### src/rtl/seg7_frame_reader.sv
// seg7_frame_reader: recovers hex digits from a multiplexed, active-high
// 7-segment bus (seg_in[0]=a .. seg_in[6]=g, one-hot dig_sel). Each digit
// dwell is glitch-filtered, decoded and stored in a per-digit slot. Once every
// digit has been captured the frame is published (frame_valid) or, if any slot
// held an unrecognised pattern, reported (frame_error + err_mask).

// Per-digit scratch slot: holds the newest capture for one digit until the
// frame it belongs to completes.
module seg7_digit_slot (
    input  logic       clk,
    input  logic       reset,
    input  logic       wr,
    input  logic       clr,
    input  logic [3:0] nib_d,
    input  logic       blank_d,
    input  logic       inv_d,
    output logic [3:0] nib,
    output logic       blank,
    output logic       inv,
    output logic       cap
);

    // Clear first, then a same-cycle write wins, so a capture that coincides
    // with frame completion lands in the following frame.
    always_ff @(posedge clk) begin
        if (reset) begin
            nib   <= 4'h0;
            blank <= 1'b0;
            inv   <= 1'b0;
            cap   <= 1'b0;
        end else begin
            if (clr) begin
                cap <= 1'b0;
                inv <= 1'b0;
            end
            if (wr) begin
                cap   <= 1'b1;
                nib   <= nib_d;
                blank <= blank_d;
                inv   <= inv_d;
            end
        end
    end

endmodule

module seg7_frame_reader #(
    parameter int NUM_DIGITS    = 4,
    parameter int STABLE_CYCLES = 3
) (
    input  logic                    clk,
    input  logic                    reset,
    input  logic [6:0]              seg_in,
    input  logic [NUM_DIGITS-1:0]   dig_sel,
    output logic [4*NUM_DIGITS-1:0] frame_value,
    output logic [NUM_DIGITS-1:0]   frame_blank,
    output logic                    frame_valid,
    output logic                    frame_error,
    output logic [NUM_DIGITS-1:0]   err_mask
);

    localparam int CW = $clog2(STABLE_CYCLES + 1);
    localparam logic [CW-1:0] CNT_MAX = CW'(STABLE_CYCLES);

    typedef struct packed {
        logic [NUM_DIGITS-1:0] dig;
        logic [6:0]            seg;
    } bus_t;

    typedef struct packed {
        logic [3:0] nib;
        logic       blank;
        logic       inv;
    } dec_t;

    // Table literals are written a..g left to right, so the bus is reversed
    // before matching (seg[0] = a ends up in the MSB).
    function automatic dec_t decode(input logic [6:0] s);
        logic [6:0] p;
        dec_t       r;
        p = {s[0], s[1], s[2], s[3], s[4], s[5], s[6]};
        r = '{nib: 4'h0, blank: 1'b0, inv: 1'b0};
        case (p)
            7'b1111110: r.nib = 4'h0;
            7'b0110000: r.nib = 4'h1;
            7'b1101101: r.nib = 4'h2;
            7'b1111001: r.nib = 4'h3;
            7'b0110011: r.nib = 4'h4;
            7'b1011011: r.nib = 4'h5;
            7'b1011111: r.nib = 4'h6;
            7'b1110000: r.nib = 4'h7;
            7'b1111111: r.nib = 4'h8;
            7'b1111011: r.nib = 4'h9;
            7'b1110111: r.nib = 4'hA;
            7'b0011111: r.nib = 4'hB;
            7'b1001110: r.nib = 4'hC;
            7'b0111101: r.nib = 4'hD;
            7'b1001111: r.nib = 4'hE;
            7'b1000111: r.nib = 4'hF;
            7'b0000000: r.blank = 1'b1;
            default:    r.inv = 1'b1;
        endcase
        return r;
    endfunction

    bus_t                        sync1, sync2, prev;
    logic [CW-1:0]               cnt, cnt_next;
    logic                        one_hot, changed, capture, complete;
    dec_t                        dec;
    logic [NUM_DIGITS-1:0][3:0]  scr_nib;
    logic [NUM_DIGITS-1:0]       scr_blank, scr_inv, cap_mask;

    // Two-flop synchroniser on the whole bus, plus a copy of the previous
    // synced value for dwell-change detection.
    always_ff @(posedge clk) begin
        if (reset) begin
            sync1 <= '0;
            sync2 <= '0;
            prev  <= '0;
        end else begin
            sync1 <= '{dig: dig_sel, seg: seg_in};
            sync2 <= sync1;
            prev  <= sync2;
        end
    end

    assign one_hot = $onehot(sync2.dig);
    assign changed = (sync2 != prev);

    // Dwell length: restarts at 1 on any change, saturates, and is held at 0
    // while the strobe is not a single digit.
    always_comb begin
        cnt_next = cnt;
        if (!one_hot)
            cnt_next = '0;
        else if (changed)
            cnt_next = CW'(1);
        else if (cnt != CNT_MAX)
            cnt_next = cnt + CW'(1);
    end

    // Capture only on the cycle the dwell first reaches the threshold; once
    // saturated the same dwell never captures again.
    assign capture = one_hot && (cnt_next == CNT_MAX) && (changed || (cnt != CNT_MAX));
    assign dec     = decode(sync2.seg);

    // Stability counter register.
    always_ff @(posedge clk) begin
        if (reset)
            cnt <= '0;
        else
            cnt <= cnt_next;
    end

    genvar g;
    generate
        for (g = 0; g < NUM_DIGITS; g++) begin : g_slot
            seg7_digit_slot u_slot (
                .clk     (clk),
                .reset   (reset),
                .wr      (capture && sync2.dig[g]),
                .clr     (complete),
                .nib_d   (dec.nib),
                .blank_d (dec.blank),
                .inv_d   (dec.inv),
                .nib     (scr_nib[g]),
                .blank   (scr_blank[g]),
                .inv     (scr_inv[g]),
                .cap     (cap_mask[g])
            );
        end
    endgenerate

    assign complete = &cap_mask;

    // Publish a finished frame, or report which digits spoiled it; pulses
    // last exactly one cycle.
    always_ff @(posedge clk) begin
        if (reset) begin
            frame_value <= '0;
            frame_blank <= '0;
            frame_valid <= 1'b0;
            frame_error <= 1'b0;
            err_mask    <= '0;
        end else begin
            frame_valid <= 1'b0;
            frame_error <= 1'b0;
            if (complete) begin
                if (|scr_inv) begin
                    frame_error <= 1'b1;
                    err_mask    <= scr_inv;
                end else begin
                    frame_valid <= 1'b1;
                    frame_value <= scr_nib;
                    frame_blank <= scr_blank;
                end
            end
        end
    end

endmodule

### config.mk
export PLATFORM = sky130hd
export DESIGN_NAME = seg7_frame_reader
export DESIGN_NICKNAME = d
export VERILOG_FILES = /design/src/rtl/seg7_frame_reader.sv
export SDC_FILE = /design/constraint.sdc
export NUM_CORES = 1
export LEC_CHECK = 0
export CAP_MARGIN = 15
export CORE_MARGIN = 8
export CORE_UTILIZATION = 25
export CTS_BUF_LIST = sky130_fd_sc_hd__clkbuf_8 sky130_fd_sc_hd__clkbuf_16
export DETAILED_ROUTE_END_ITERATION = 10
export DONT_BUFFER_PORTS = 1
export GPL_TIMING_DRIVEN = 0
export PLACE_DENSITY = 0.35
export SLEW_MARGIN = 20
export SYNTH_ARGS = -nofsm -noshare
export SYNTH_HDL_FRONTEND = slang
export SYNTH_SLANG_ARGS = --single-unit
### constraint.sdc
create_clock -name clk -period 8.6 [get_ports clk]
set_input_delay 0.43 -clock clk [delete_from_list [all_inputs] [get_ports clk]]
set_output_delay 0.43 -clock clk [all_outputs]
set_load 0.03 [all_outputs]
==> flow_summary.json <==
{
  "holdPathEnd": "sync1[1]",
  "first_pass_iters": 4,
  "yosysUniqueCellTypes": 53,
  "drt-initial-drc-count": 219,
  "initial_core_util_pct": 25.5,
  "grt_max_degree": 16,
  "seqCellArea_sq_um": 1780,
  "clk_pin_slew_worst_paths_ps": 70,
  "place_congestion": 0.724,
  "end_kind": "register",
  "critical_path_arrival_ps": 3310,
  "fp.coreArea_sq_um": 13900,
  "routed_wl_um": 8590,
  "r2r_start": "sync2[7]",
  "place_area_sq_um": 3770,
  "track_usage_pct": 10.1,
  "cts-buffers-inserted": 9,
  "finalNetCount": 396,
  "h-tree-depth": 3,
  "grt_pass1_vias": 2408,
  "r2r_setup_slack_ps": 5510,
  "crit_fanout": 9,
  "die-width_um": 135,
  "post_drt_wl_per_cell_um": 15.2,
  "vias": 2443,
  "skew_ps": 10.0,
  "layout_commonest_cell": "dfxtp_1",
  "setup_viol": 0,
  "setup_tns_ps": 0,
  "die_area_sq_um": 18200,
  "cts_buffer_depth": 2,
  "avgSynthCellArea_sq_um": 9.60,
  "required_ps": 8820,
  "synth.cell_area_sq_um": 3540,
  "cts_setup_buffers": 0,
  "synth_ff_type": "dfxtp_1",
  "synth_edf_count": 0,
  "power_density_nw_per_um2": 212,
  "critPathBufInv": 2,
  "cts_tree": "yes",
  "drive_above_1_share_pct": 10.1,
  "crit_family": "simple AND/OR/NAND/NOR gates",
  "fill_cells": 1474,
  "yosysTopAreaCellShare_pct": 50.3,
  "post-synth-top-area-cell": "dfxtp_1",
  "io_pins": 39,
  "diodes": 0,
  "hold_depth": 1,
  "hold_start": "seg_in[1]",
  "cts-root-buf": "clkbuf_16",
  "grt_overflow": 0,
  "maxCapViolCount": 0,
  "async_reset_ff_share_pct": 0,
  "hold_viol": 0,
  "final_core_util_pct": 29.3,
  "relSlewSlack_pct": 48.5,
  "dp_hpwl_um": 5940,
  "postRouteAntennaNets": 0,
  "criticalPathCategory": "reg -> reg",
  "max_stage_delay_ps": 610,
  "syn_to_final_growth_pct": 14.7,
  "die_h_um": 135,
  "p_leak_uw": 0.00142,
  "fin_crit_sh_pct": 36.0,
  "syn-num-nets": 385,
  "cp_slowest_cell": "nor4_4",
  "seq_area_frac_synth_pct": 50.3,
  "min_path_type": "in -> reg",
  "ys_ff_latch": 89,
  "stdcell_area_sq_um": 4060,
  "total_power_uw": 863,
  "cp_cell_sequence": "inv_1 > fa_1 > inv_1 > ha_1 > ha_1 > nor3b_2 > nand3_1 > nor4_4 > mux2i_1 > nor2_1",
  "antenna_found_initial": 0,
  "rr_worst_depth": 10,
  "synth_cells": 369,
  "vdd_drop_max_v": 0.0000831,
  "cts_hold_buf": 0,
  "worst_pin_slew_ps": 767,
  "avgViaCountPerCell": 4.32,
  "clk_latency_ps": 350,
  "status": "complete, no violations",
  "maxSlewViolCount": 0,
  "io_buffer_count": 0,
  "fmax_mhz": 323,
  "rsz0062_at_grt": "false",
  "row_count": 43,
  "reg2reg_to": "g_slot[0].u_slot.nib[3]",
  "placed_cells": 549,
  "synthTopCellsByArea": "dfxtp_1 50%, nor2b_1 5.7%, nand2_1 5.0%",
  "layout_common_cells": "89 x dfxtp_1, 47 x nand2_1, 35 x nor2_1, 32 x nor2b_1, 27 x a21oi_1",
  "fin_crit_ps": 3090,
  "ys_warn_count": 0,
  "postCtsResizedCells": 0,
  "fin_cells": 565,
  "multiInputGateArea_sq_um": 1610,
  "clock-sinks": 89,
  "cp-start-kind": "register",
  "grt_pass1_wl_um": 13800,
  "drc_errors": 0
}
## worst register-to-register path: cells and delay by family (launching register included)
kind	cells	cell delay (ps)
fa+ha+maj	3	980
simple gates	4	1210
flops	1	380
buf+inv	2	130
mux	1	260
## sequential cells by signal, indices dropped and copies added (netlist names)
signal	flops
frame_valid	1
g_slot.u_slot.blank	4
sync1	11
g_slot.u_slot.cap	4
frame_blank	4
frame_value	16
g_slot.u_slot.inv	4
frame_error	1
err_mask	4
sync2	11
prev	11
g_slot.u_slot.nib	16
cnt	2
## per-stage QoR
stage                     setup slack (ps)  hold WS (ps)
final                                 5510           210
after global routing                  5250           202
after CTS                             5440           187
after detailed placement              5450           426
after global placement                5460           421
after floorplan                       5870           414
## worst max path at each step
stage / to / slack, ps / from / depth (start not counted)
floorplan: g_slot[2].u_slot.nib[1] / 5870 / sync2[7] / 11
global placement: g_slot[3].u_slot.nib[2] / 5460 / sync2[7] / 10
detailed placement: g_slot[1].u_slot.nib[3] / 5450 / sync2[7] / 10
CTS: g_slot[0].u_slot.nib[3] / 5440 / sync2[7] / 10
global route: g_slot[1].u_slot.blank / 5250 / sync2[7] / 10
finish: g_slot[0].u_slot.nib[3] / 5510 / sync2[7] / 10
## cells by family (layout without fill, tap and decap cells)
logic type,count (synthesis),in the layout,synth area share (%)
AND/OR/NAND/NOR,169,169,27.6
flip-flops,89,89,50.3
AO/OA/AOI/OAI,50,50,8.73
buffers and inverters,31,47,4.13
multiplexers,16,16,4.52
XOR/XNOR,11,11,3.46
adder cells (fa/ha/maj),3,3,1.27
## metal layers
metal / track usage, % / up-vias / part of all wire, %
met5: 0 / - / 0
met4: 4.81 / 0 / 2.0
met3: 3.31 / 14 / 4.9
met2: 14.3 / 43 / 42
met1: 13.4 / 1124 / 51
li1: - / 1262 / -
## cells in the mapped netlist, drive strengths merged, types with 2 or more instances
cell type,count
o21ai,3
nor2b,33
buf,9
a211oi,3
a211o,2
or2,2
nor3,3
a21oi,27
nand3,12
nand4,6
a21o,2
inv,7
nand2b,5
mux2i,16
or3b,2
or4,4
a22oi,4
clkbuf,15
nand2,47
and3b,2
xnor2,11
ha,2
nor2,35
nand3b,6
nor3b,2
dfxtp,89
nor4,5
## cell type report
class                      count  share of cell area [%]
tap                          180                    5.55
buffer                        24                    2.96
clock inverter                 7                    1.73
sequential                    89                    43.9
multi-input combinational    249                    39.7
inverter                       7                   0.647
clock buffer                   9                    5.55
## power breakdown
part / total (uW) / internal (uW) / switching [uW]
registers: 423 / 419 / 3.78
clock network: 396 / 226 / 170
logic: 44.4 / 16.0 / 28.4
total: 863 / 660 / 202
Note: power is estimated with default switching activity, not from simulation.
